## src/rtl/boot_loader_ctrl_pkg.sv

```systemverilog
// Shared definitions for the boot loader controller.
//   ld_state_t       : loader FSM states (length, payload, ack, run)
//   UART_*_OFS       : UART MMIO register offsets used by the core's memory stage
//   is_uart_mmio_ofs : true when an offset selects one of the UART registers
package boot_loader_ctrl_pkg;

  typedef enum logic [1:0] {
    LD_LEN,
    LD_DATA,
    LD_ACK,
    LD_RUN
  } ld_state_t;

  localparam logic [3:0] UART_RX_OFS      = 4'h0;
  localparam logic [3:0] UART_RXVALID_OFS = 4'h4;
  localparam logic [3:0] UART_TXREADY_OFS = 4'h8;
  localparam logic [3:0] UART_TX_OFS      = 4'hC;

  function automatic logic is_uart_mmio_ofs(input logic [3:0] ofs);
    return (ofs == UART_RX_OFS)      || (ofs == UART_RXVALID_OFS) ||
           (ofs == UART_TXREADY_OFS) || (ofs == UART_TX_OFS);
  endfunction

endpackage

```

## src/rtl/boot_loader_ctrl_byte_assembler.sv

```systemverilog
// Packs a little-endian byte stream into 32-bit words.
//   clk, rst   : clock, synchronous active-high reset
//   clear      : drop any partially assembled word
//   take       : byte_in is consumed this cycle
//   byte_in    : incoming byte
//   word       : assembled word, valid while word_done is high
//   word_done  : 1-cycle pulse on the cycle the 4th byte of a word is taken
// The first three bytes are held in a register; the 4th byte is merged
// combinationally so the caller can register the full word on that same edge.
module boot_loader_ctrl_byte_assembler (
  input  logic        clk,
  input  logic        rst,
  input  logic        clear,
  input  logic        take,
  input  logic [7:0]  byte_in,
  output logic [31:0] word,
  output logic        word_done
);

  logic [1:0]  byte_cnt_q;
  logic [23:0] low_bytes_q;

  // NOTE: sequential state is updated with <= so every register samples the
  // pre-edge values of its neighbours, independent of statement order.
  always_ff @(posedge clk) begin
    if (rst || clear) begin
      byte_cnt_q  <= 2'd0;
      low_bytes_q <= 24'd0;
    end else if (take) begin
      byte_cnt_q <= byte_cnt_q + 2'd1;
      case (byte_cnt_q)
        2'd0:    low_bytes_q[7:0]   <= byte_in;
        2'd1:    low_bytes_q[15:8]  <= byte_in;
        2'd2:    low_bytes_q[23:16] <= byte_in;
        default: low_bytes_q        <= low_bytes_q;
      endcase
    end
  end

  assign word      = {byte_in, low_bytes_q};
  assign word_done = take && (byte_cnt_q == 2'd3);

endmodule

```

## src/rtl/boot_loader_ctrl.sv

```systemverilog
// Boot loader controller: owns the UART rx/tx FIFOs and the imem write port
// until a program has been loaded, then becomes a transparent arbiter for
// the core's memory stage.
//   clk, rst                 : clock, synchronous active-high reset
//   reload                   : pulse in RUN to re-enter load mode
//   core_stall, loading      : pipeline hold / load-in-progress indicator
//   uart_rx_data, empty      : rx FIFO head (first-word-fall-through) and empty
//   full                     : tx FIFO full
//   uart_rd_en, uart_wr_en,
//   uart_tx_data             : arbitrated rx pop / tx push / tx data
//   core_uart_*              : memory-stage UART requests
//   core_imem*               : memory-stage imem write request
//   imem_we, imem_waddr,
//   imem_wdata               : arbitrated imem write port
// Load protocol: 32-bit little-endian word count N, then N little-endian
// words written from LOAD_BASE upward, then ACK_BYTE is pushed to tx.
module boot_loader_ctrl #(
  parameter logic [31:0] LOAD_BASE = 32'h0000_0000,
  parameter int unsigned MAX_WORDS = 16384,
  parameter logic [7:0]  ACK_BYTE  = 8'hAA
) (
  input  logic        clk,
  input  logic        rst,
  input  logic        reload,
  output logic        core_stall,
  output logic        loading,
  input  logic [7:0]  uart_rx_data,
  input  logic        empty,
  input  logic        full,
  output logic        uart_rd_en,
  output logic        uart_wr_en,
  output logic [7:0]  uart_tx_data,
  input  logic        core_uart_rd_en,
  input  logic        core_uart_wr_en,
  input  logic [7:0]  core_uart_tx,
  input  logic        core_imemwrite,
  input  logic [31:0] core_imemwaddr,
  input  logic [31:0] core_imemwdata,
  output logic        imem_we,
  output logic [31:0] imem_waddr,
  output logic [31:0] imem_wdata
);

  import boot_loader_ctrl_pkg::*;

  ld_state_t   state_q, state_d;
  logic [31:0] n_q;
  logic [31:0] word_idx_q;
  logic        ld_we_q;
  logic [31:0] ld_waddr_q;
  logic [31:0] ld_wdata_q;

  logic        take;
  logic        asm_clear;
  logic        asm_done;
  logic [31:0] asm_word;
  logic        tx_push;
  logic        last_word;
  logic        in_range;

  boot_loader_ctrl_byte_assembler u_asm (
    .clk       (clk),
    .rst       (rst),
    .clear     (asm_clear),
    .take      (take),
    .byte_in   (uart_rx_data),
    .word      (asm_word),
    .word_done (asm_done)
  );

  assign last_word = (word_idx_q == n_q - 32'd1);
  // Words beyond imem capacity are still consumed from the stream, just not written.
  assign in_range  = (word_idx_q < MAX_WORDS);

  // NOTE: every signal driven here gets a default first, so no path through
  // the case leaves one unassigned and no latch is inferred.
  always_comb begin
    state_d   = state_q;
    take      = 1'b0;
    asm_clear = 1'b0;
    tx_push   = 1'b0;
    case (state_q)
      LD_LEN: begin
        take = ~empty;
        if (asm_done) state_d = (asm_word == 32'd0) ? LD_ACK : LD_DATA;
      end
      LD_DATA: begin
        take = ~empty;
        if (asm_done && last_word) state_d = LD_ACK;
      end
      LD_ACK: begin
        if (!full) begin
          tx_push = 1'b1;
          state_d = LD_RUN;
        end
      end
      LD_RUN: begin
        if (reload) begin
          asm_clear = 1'b1;
          state_d   = LD_LEN;
        end
      end
      default: state_d = LD_LEN;
    endcase
  end

  always_ff @(posedge clk) begin
    if (rst) begin
      state_q    <= LD_LEN;
      n_q        <= 32'd0;
      word_idx_q <= 32'd0;
      ld_we_q    <= 1'b0;
      ld_waddr_q <= 32'd0;
      ld_wdata_q <= 32'd0;
    end else begin
      state_q <= state_d;
      ld_we_q <= 1'b0;
      case (state_q)
        LD_LEN: begin
          if (asm_done) begin
            n_q        <= asm_word;
            word_idx_q <= 32'd0;
          end
        end
        LD_DATA: begin
          if (asm_done) begin
            word_idx_q <= word_idx_q + 32'd1;
            if (in_range) begin
              ld_we_q    <= 1'b1;
              ld_waddr_q <= LOAD_BASE + {word_idx_q[29:0], 2'b00};
              ld_wdata_q <= asm_word;
            end
          end
        end
        LD_RUN: begin
          if (reload) begin
            n_q        <= 32'd0;
            word_idx_q <= 32'd0;
          end
        end
        default: ;
      endcase
    end
  end

  // Output arbitration: the core owns the shared resources only in RUN;
  // elsewhere its requests are dropped while the pipeline is held.
  always_comb begin
    core_stall = (state_q != LD_RUN);
    loading    = (state_q != LD_RUN);
    if (state_q == LD_RUN) begin
      uart_rd_en   = core_uart_rd_en;
      uart_wr_en   = core_uart_wr_en;
      uart_tx_data = core_uart_tx;
      imem_we      = core_imemwrite;
      imem_waddr   = core_imemwaddr;
      imem_wdata   = core_imemwdata;
    end else begin
      uart_rd_en   = take;
      uart_wr_en   = tx_push;
      uart_tx_data = tx_push ? ACK_BYTE : 8'h00;
      imem_we      = ld_we_q;
      imem_waddr   = ld_waddr_q;
      imem_wdata   = ld_wdata_q;
    end
  end

endmodule
```

## config.mk

```make
export PLATFORM = sky130hd
export DESIGN_NAME = boot_loader_ctrl
export DESIGN_NICKNAME = d
export VERILOG_FILES = /design/src/rtl/boot_loader_ctrl_pkg.sv /design/src/rtl/boot_loader_ctrl_byte_assembler.sv /design/src/rtl/boot_loader_ctrl.sv
export SDC_FILE = /design/constraint.sdc
export NUM_CORES = 1
export LEC_CHECK = 0
export CORE_ASPECT_RATIO = 0.6
export CORE_MARGIN = 4
export CORE_UTILIZATION = 56
export DETAILED_ROUTE_END_ITERATION = 8
export PLACE_DENSITY = 0.89
export SLEW_MARGIN = 40
export SYNTH_ARGS = -nofsm -noshare
export SYNTH_HDL_FRONTEND = slang
export SYNTH_SLANG_ARGS = --single-unit
```

## constraint.sdc

```tcl
create_clock -name clk -period 4.6 [get_ports clk]
set_input_delay 0.92 -clock clk [delete_from_list [all_inputs] [get_ports clk]]
set_output_delay 0.92 -clock clk [all_outputs]
set_load 0.03 [all_outputs]
```

# Yosys cells after proc, flatten, opt, wreduce, memory -nomap -nowiden
# Cells that the tools add are included.
[word_totals]
latchBits = 0
wordCells = 72
mem_bits_rw = 0
mem_count = 0
mem_bits_ro = 0
input_bits = 88
output_inout_bits = 77
register_bits = 155
[classes]
shift = 0
order_cmp = 1
bitwise_logic = 3
n_mux = 25
n_reduce_logical = 17
multipliers = 0
n_div = 0
n_eq_ne = 13
n_addsub = 3
[ops]
columns = ["operator", "count"]
rows = [
  ["$mux 32", 6],
  ["$pmux 32 s3", 1],
  ["$pmux 32 s2", 1],
  ["$add 32x1->32 const B", 1],
  ["$eq 32x32->1", 1],
  ["$logic_not 32->1", 1],
  ["$lt 32x15->1 const B", 1],
  ["$sub 32x1->32 const B", 1],
  ["$mux 8", 2],
  ["$ne 2x2->1 const B", 6],
  ["$mux 2", 5],
  ["$mux 1", 9],
  ["$eq 2x2->1 const B", 4],
  ["$pmux 2 s4", 1],
  ["$reduce_and 4->1", 2],
  ["$reduce_and 2->1", 3],
  ["$reduce_and 3->1", 2],
  ["$eq 2x1->1 const B", 2],
  ["$logic_not 2->1", 2],
  ["$not 1->1", 3],
  ["$reduce_bool 3->1", 1],
  ["$reduce_or 3->1", 1],
  ["$add 2x1->2 const B", 1],
  ["$logic_and 1x1->1", 2],
  ["3 further kinds", 3],
]

# Longest topological paths before layout
[depth]
ltp_word = 7
depth_mapped = 11
depth_no_buf = 10

# Hierarchy
# A second synthesis with hierarchy kept.
[unflattened]
cells_unflattened = 926
hier_area_um2 = 8391.8
[by_module_without_submodules]
columns = ["mod", "instances", "seq_area_each_um2", "area_per_inst_um2", "cells_per_inst"]
rows = [
  ["boot_loader_ctrl", 1, 2582.5, 7001.7, 793],
  ["boot_loader_ctrl_byte_assembler", 1, 520.5, 1390.1, 133],
]

# Least setup slack after synthesis
# No wires, ideal clock.
[synth_path]
path_kind = "input to register"
startpoint = "input port empty"
endpoint = "register word_idx_q[23]"
path_buffers = 1
setup_ns = 0.128
t_required_ns = 4.472
slack_ns = 1.635
stages = 9
arrival_time_ns = 2.837
cell_sequence = "nand2b_1 o2bb2ai_1 a2111oi_2 and4_1 buf_2 and3_1 nand3_1 xor2_1 nor2_1"
[synth_via]
elab_chain_len = 5
word_cells_on_any_way = 6
classes_between = "2 x eq/ne; 1 x mux; 1 x bitwise; 2 x reduce/logical"
[synth_lines]
columns = ["element", "line_no", "text"]
rows = [
  ["start: declaration", "boot_loader_ctrl.sv:28", "input logic empty,"],
  ["$not 1->1 (*)", "boot_loader_ctrl.sv:84, boot_loader_ctrl.sv:88", ""],
  ["$mux 1 (*)", "--", ""],
  ["$logic_and 1x1->1 (*)", "boot_loader_ctrl_byte_assembler.sv:41", "assign word_done = take && (byte_cnt_q == 2'd3);"],
  ["$ne 2x2->1 (no source line)", "--", ""],
  ["$reduce_and 4->1 (no source line) (*)", "--", ""],
  ["end signal: assignment", "boot_loader_ctrl.sv:127", "word_idx_q <= word_idx_q + 32'd1;"],
  ["end: declaration", "boot_loader_ctrl.sv:48", "logic [31:0] word_idx_q;"],
]
# Every way passes the cells marked *; elsewhere a longest branch is shown, timed or not.
# A chain may end at the register's enable or synchronous reset.

# Worst setup path in the final report
[layout_path]
startpoint = "register state_q[0]"
endpoint = "output port imem_waddr[14]"
[layout_via]
elab_chain_len = 2
[layout_lines]
columns = ["element", "line_no", "text"]
rows = [
  ["start: declaration", "boot_loader_ctrl.sv:46", "ld_state_t state_q, state_d;"],
  ["start signal: assignment", "boot_loader_ctrl.sv:116", "state_q <= state_d;"],
  ["$eq 2x2->1", "boot_loader_ctrl.sv:151", "if (state_q == LD_RUN) begin"],
  ["$mux 32", "boot_loader_ctrl.sv:151", ""],
  ["end: declaration", "boot_loader_ctrl.sv:40", "output logic [31:0] imem_waddr,"],
]
# Every way passes these cells.

==> impl_metrics.toml <==
[detailed_routing]
via_count = 7499
avgRoutedWirePerCell_um = 19.3
first_iter_violations = 881
drt_first_pass_iters = 8
via_per_inst = 5.98
wirelength_mm = 24.1
antenna_left = 0
drcViolationCount = 0

[sta]
setup_total_negative_slack_ns = 0
fin_worst_skew_ns = 0.00681
final_max_slew_viol_count = 0
unrepaired_setup_endpoints_after_global_routing = "no"
layout_min_cycle_time_ns = 3.78
timing.final.hold_violations = 0
slew-limit-headroom_pct = 45.7
max_slew.worst_pin.slew_ns = 0.812
finalSetupViolations = 0
post-route-period-util_pct = 82.1
achievable-frequency_mhz = 265

[clock_network]
ctsRootBufferMaster = "sky130_fd_sc_hd__clkbuf_16"
clock_latency_ns = 0.43
clock-sinks = 155
cts.htree.levels = 4
cts_max_path_buffers = 2
cts_made_buffers = 17
cts_setup_buffers = 0
cts_hold_buf = 0
cts_tree = "done"
post_cts.resized_instances = 0
clk_pin_slew_worst_paths_ns = 0.06

[grt]
grt_start_max_net_pins = 49
global_route.usage.met1_pct = 40.9
groute.layer.met3.usage_pct = 7.59
met2_usage_pct = 47.2
sum_of_overflow_across_all_layers_after_global_routing = 0
grt.total_usage_pct = 30.0
via_count_of_the_first_global_routing_pass = 7277
wire_length_of_the_first_global_routing_pass_mm = 38.7
grt_most_used_layer = "met2"
antenna_found_initial = 0

[logic_synthesis]
synthesized_flop_and_latch_total = 155
syn-num-nets = 1010
syn_avg_cell_area_sq_um = 8.68
number_of_flops_mapped_to_enable_cells_by_yosys = 0
synth.lib_cells_used.distinct = 53
yosys_warnings = 0
ys_async_sr_fraction_pct = 0
postSynth.topFlopCell = "sky130_fd_sc_hd__dfxtp_1"
post_synth_inst_count = 911
synth.cell_area_sq_mm = 0.00791
seq_area_frac_synth_pct = 39.3

[finish]
multi_input_area_sq_mm = 0.00457
stdcell_count = 1253
antenna_cells_inserted = 0
mostFrequentLayoutCells = "163 x sky130_fd_sc_hd__clkdlybuf4s50_1, 155 x sky130_fd_sc_hd__dfxtp_1, 96 x sky130_fd_sc_hd__nor2_1"
post-route-util_pct = 74.9
drive_above_1_share_pct = 12.1
final_net_count = 1147
final.fill_count = 945
synthToLayoutAreaGrowth_pct = 30.3
regArea_sq_mm = 0.00310
mostFrequentLayoutCell = "sky130_fd_sc_hd__clkdlybuf4s50_1"

[run]
max-cap-violations = 0

[worst_setup_path]
critPathSlowestCell = "sky130_fd_sc_hd__clkdlybuf4s50_1"
worstPathMaxFanout = 47
worst_ep_required_time_ns = 3.68
worst_ep_arrival_time_ns = 2.86
max_stage_delay_ns = 0.62
cp-start-kind = "register"
cp_top_family = "buffers and inverters"
critical_path.cell_chain = "ha_4 > buf_4 > mux2_2 > clkdlybuf4s50_1"
crit_buf_inv = 2
criticalPathCategory = "register to output pin"
timing.critical_path.to_type = "output pin"

[floorplan]
die_width_um = 161
ioPinCount = 165
die_height_um = 100
row_count = 33
die_area_sq_mm = 0.0161
initial_core_util_pct = 57.5
core-area_sq_mm = 0.0137

[place]
dpl.cell_count = 1221
place.detailed.hpwl_mm = 17.2
port_buffers = 164
globalplace.congestion = 0.949

[outcome]
status = "complete, no violations"

[worst_hold_path]
worst_hold_path_type = "register to register"

[power_and_ir_drop]
power.density_cell_area_mw_per_mm2 = 483
irDropWorstVdd_v = 0.000328
power.static_leakage_nw = 3.75
## power by group
group	switching [W]	internal, W
clock	0.000578	0.000888
combinational	0.00116	0.000766
sequential	0.000142	0.00144
## sequential cells by signal, summed over array words and instances (netlist names)
register           flops
u_asm.byte_cnt_q       2
ld_waddr_q            30
word_idx_q            32
state_q                2
ld_we_q                1
ld_wdata_q            32
n_q                   32
u_asm.low_bytes_q     24
## cell usage after synthesis, drive strengths merged, types with 11 or more instances
library cell	instances	area, sq um
nand3	76	380
a21oi	66	330
nor4	21	153
xor2	28	245
nand4	13	87.6
mux2	63	709
ha	11	138
xnor2	43	377
nand2	85	319
nor3	18	95.1
dfxtp	155	3100
mux2i	49	490
and2	25	156
clkbuf	48	180
nor2	96	360
## stage by stage
stage	instance area, sq um	total power [W]	worst slack (ns)	hold slack, ns
2_1_floorplan	7910	0.00288	1.64	0.426
3_3_place_gp	9680	0.00338	0.916	0.441
3_5_place_dp	9680	0.00343	0.776	0.444
4_1_cts	10300	0.00493	0.847	0.461
5_1_grt	10300	0.00518	0.759	0.484
6_report	10300	0.00497	0.825	0.460
## metal layers
layer	vias up	part of all wire (%)	wire, um
li1	3477	-	-
met1	3528	43	10400
met3	56	10	2430
met4	0	2.2	523
met2	438	45	10800
met5	-	0	0
## worst reg2reg max path: stages (launching register included)
cell                        delay, ns
sky130_fd_sc_hd__dfxtp_1         0.42
sky130_fd_sc_hd__ha_4            0.58
sky130_fd_sc_hd__clkinv_1        0.49
sky130_fd_sc_hd__o2bb2ai_1       0.64
sky130_fd_sc_hd__a211oi_1        0.23
sky130_fd_sc_hd__and3_1          0.36
sky130_fd_sc_hd__and3_1          0.30
sky130_fd_sc_hd__and3_1          0.22
sky130_fd_sc_hd__xnor2_1         0.14
sky130_fd_sc_hd__nor2_1          0.05
## final cells by class
type	instances	share of cell area, %
Inverter	11	0.401
Multi-Input combinational cell	687	44.4
Clock buffer	20	4.43
Clock inverter	12	1.57
Timing Repair Buffer	176	16.8
Tap cell	192	2.33
Sequential cell	155	30.1
## path summary, 6_finish.rpt
path                       start              to  slack (ns)  depth (start not counted)
setup / recovery      state_q[0]  imem_waddr[14]        0.82                          4
hold / removal    ld_waddr_q[25]  ld_waddr_q[25]        0.46                          1
setup reg to reg      state_q[0]  word_idx_q[26]        1.07                          9
hold reg to reg   ld_waddr_q[25]  ld_waddr_q[25]        0.46                          1
## logic make-up (layout without fill, tap and decap cells)
| logic type | after synthesis | count (layout) | share of synthesized area, % |
|---|---|---|---|
| and+or+nand+nor | 389 | 389 | 24.8 |
| DFF | 155 | 155 | 39.3 |
| muxes | 112 | 112 | 15.2 |
| AOI/OAI and AO/OA | 104 | 104 | 7.77 |
| xor gates and xnor gates | 71 | 71 | 7.87 |
| buffers and inverters | 69 | 219 | 3.39 |
| adders and majority gates | 11 | 11 | 1.74 |
No activity file was read; power rests on OpenSTA's default activity.
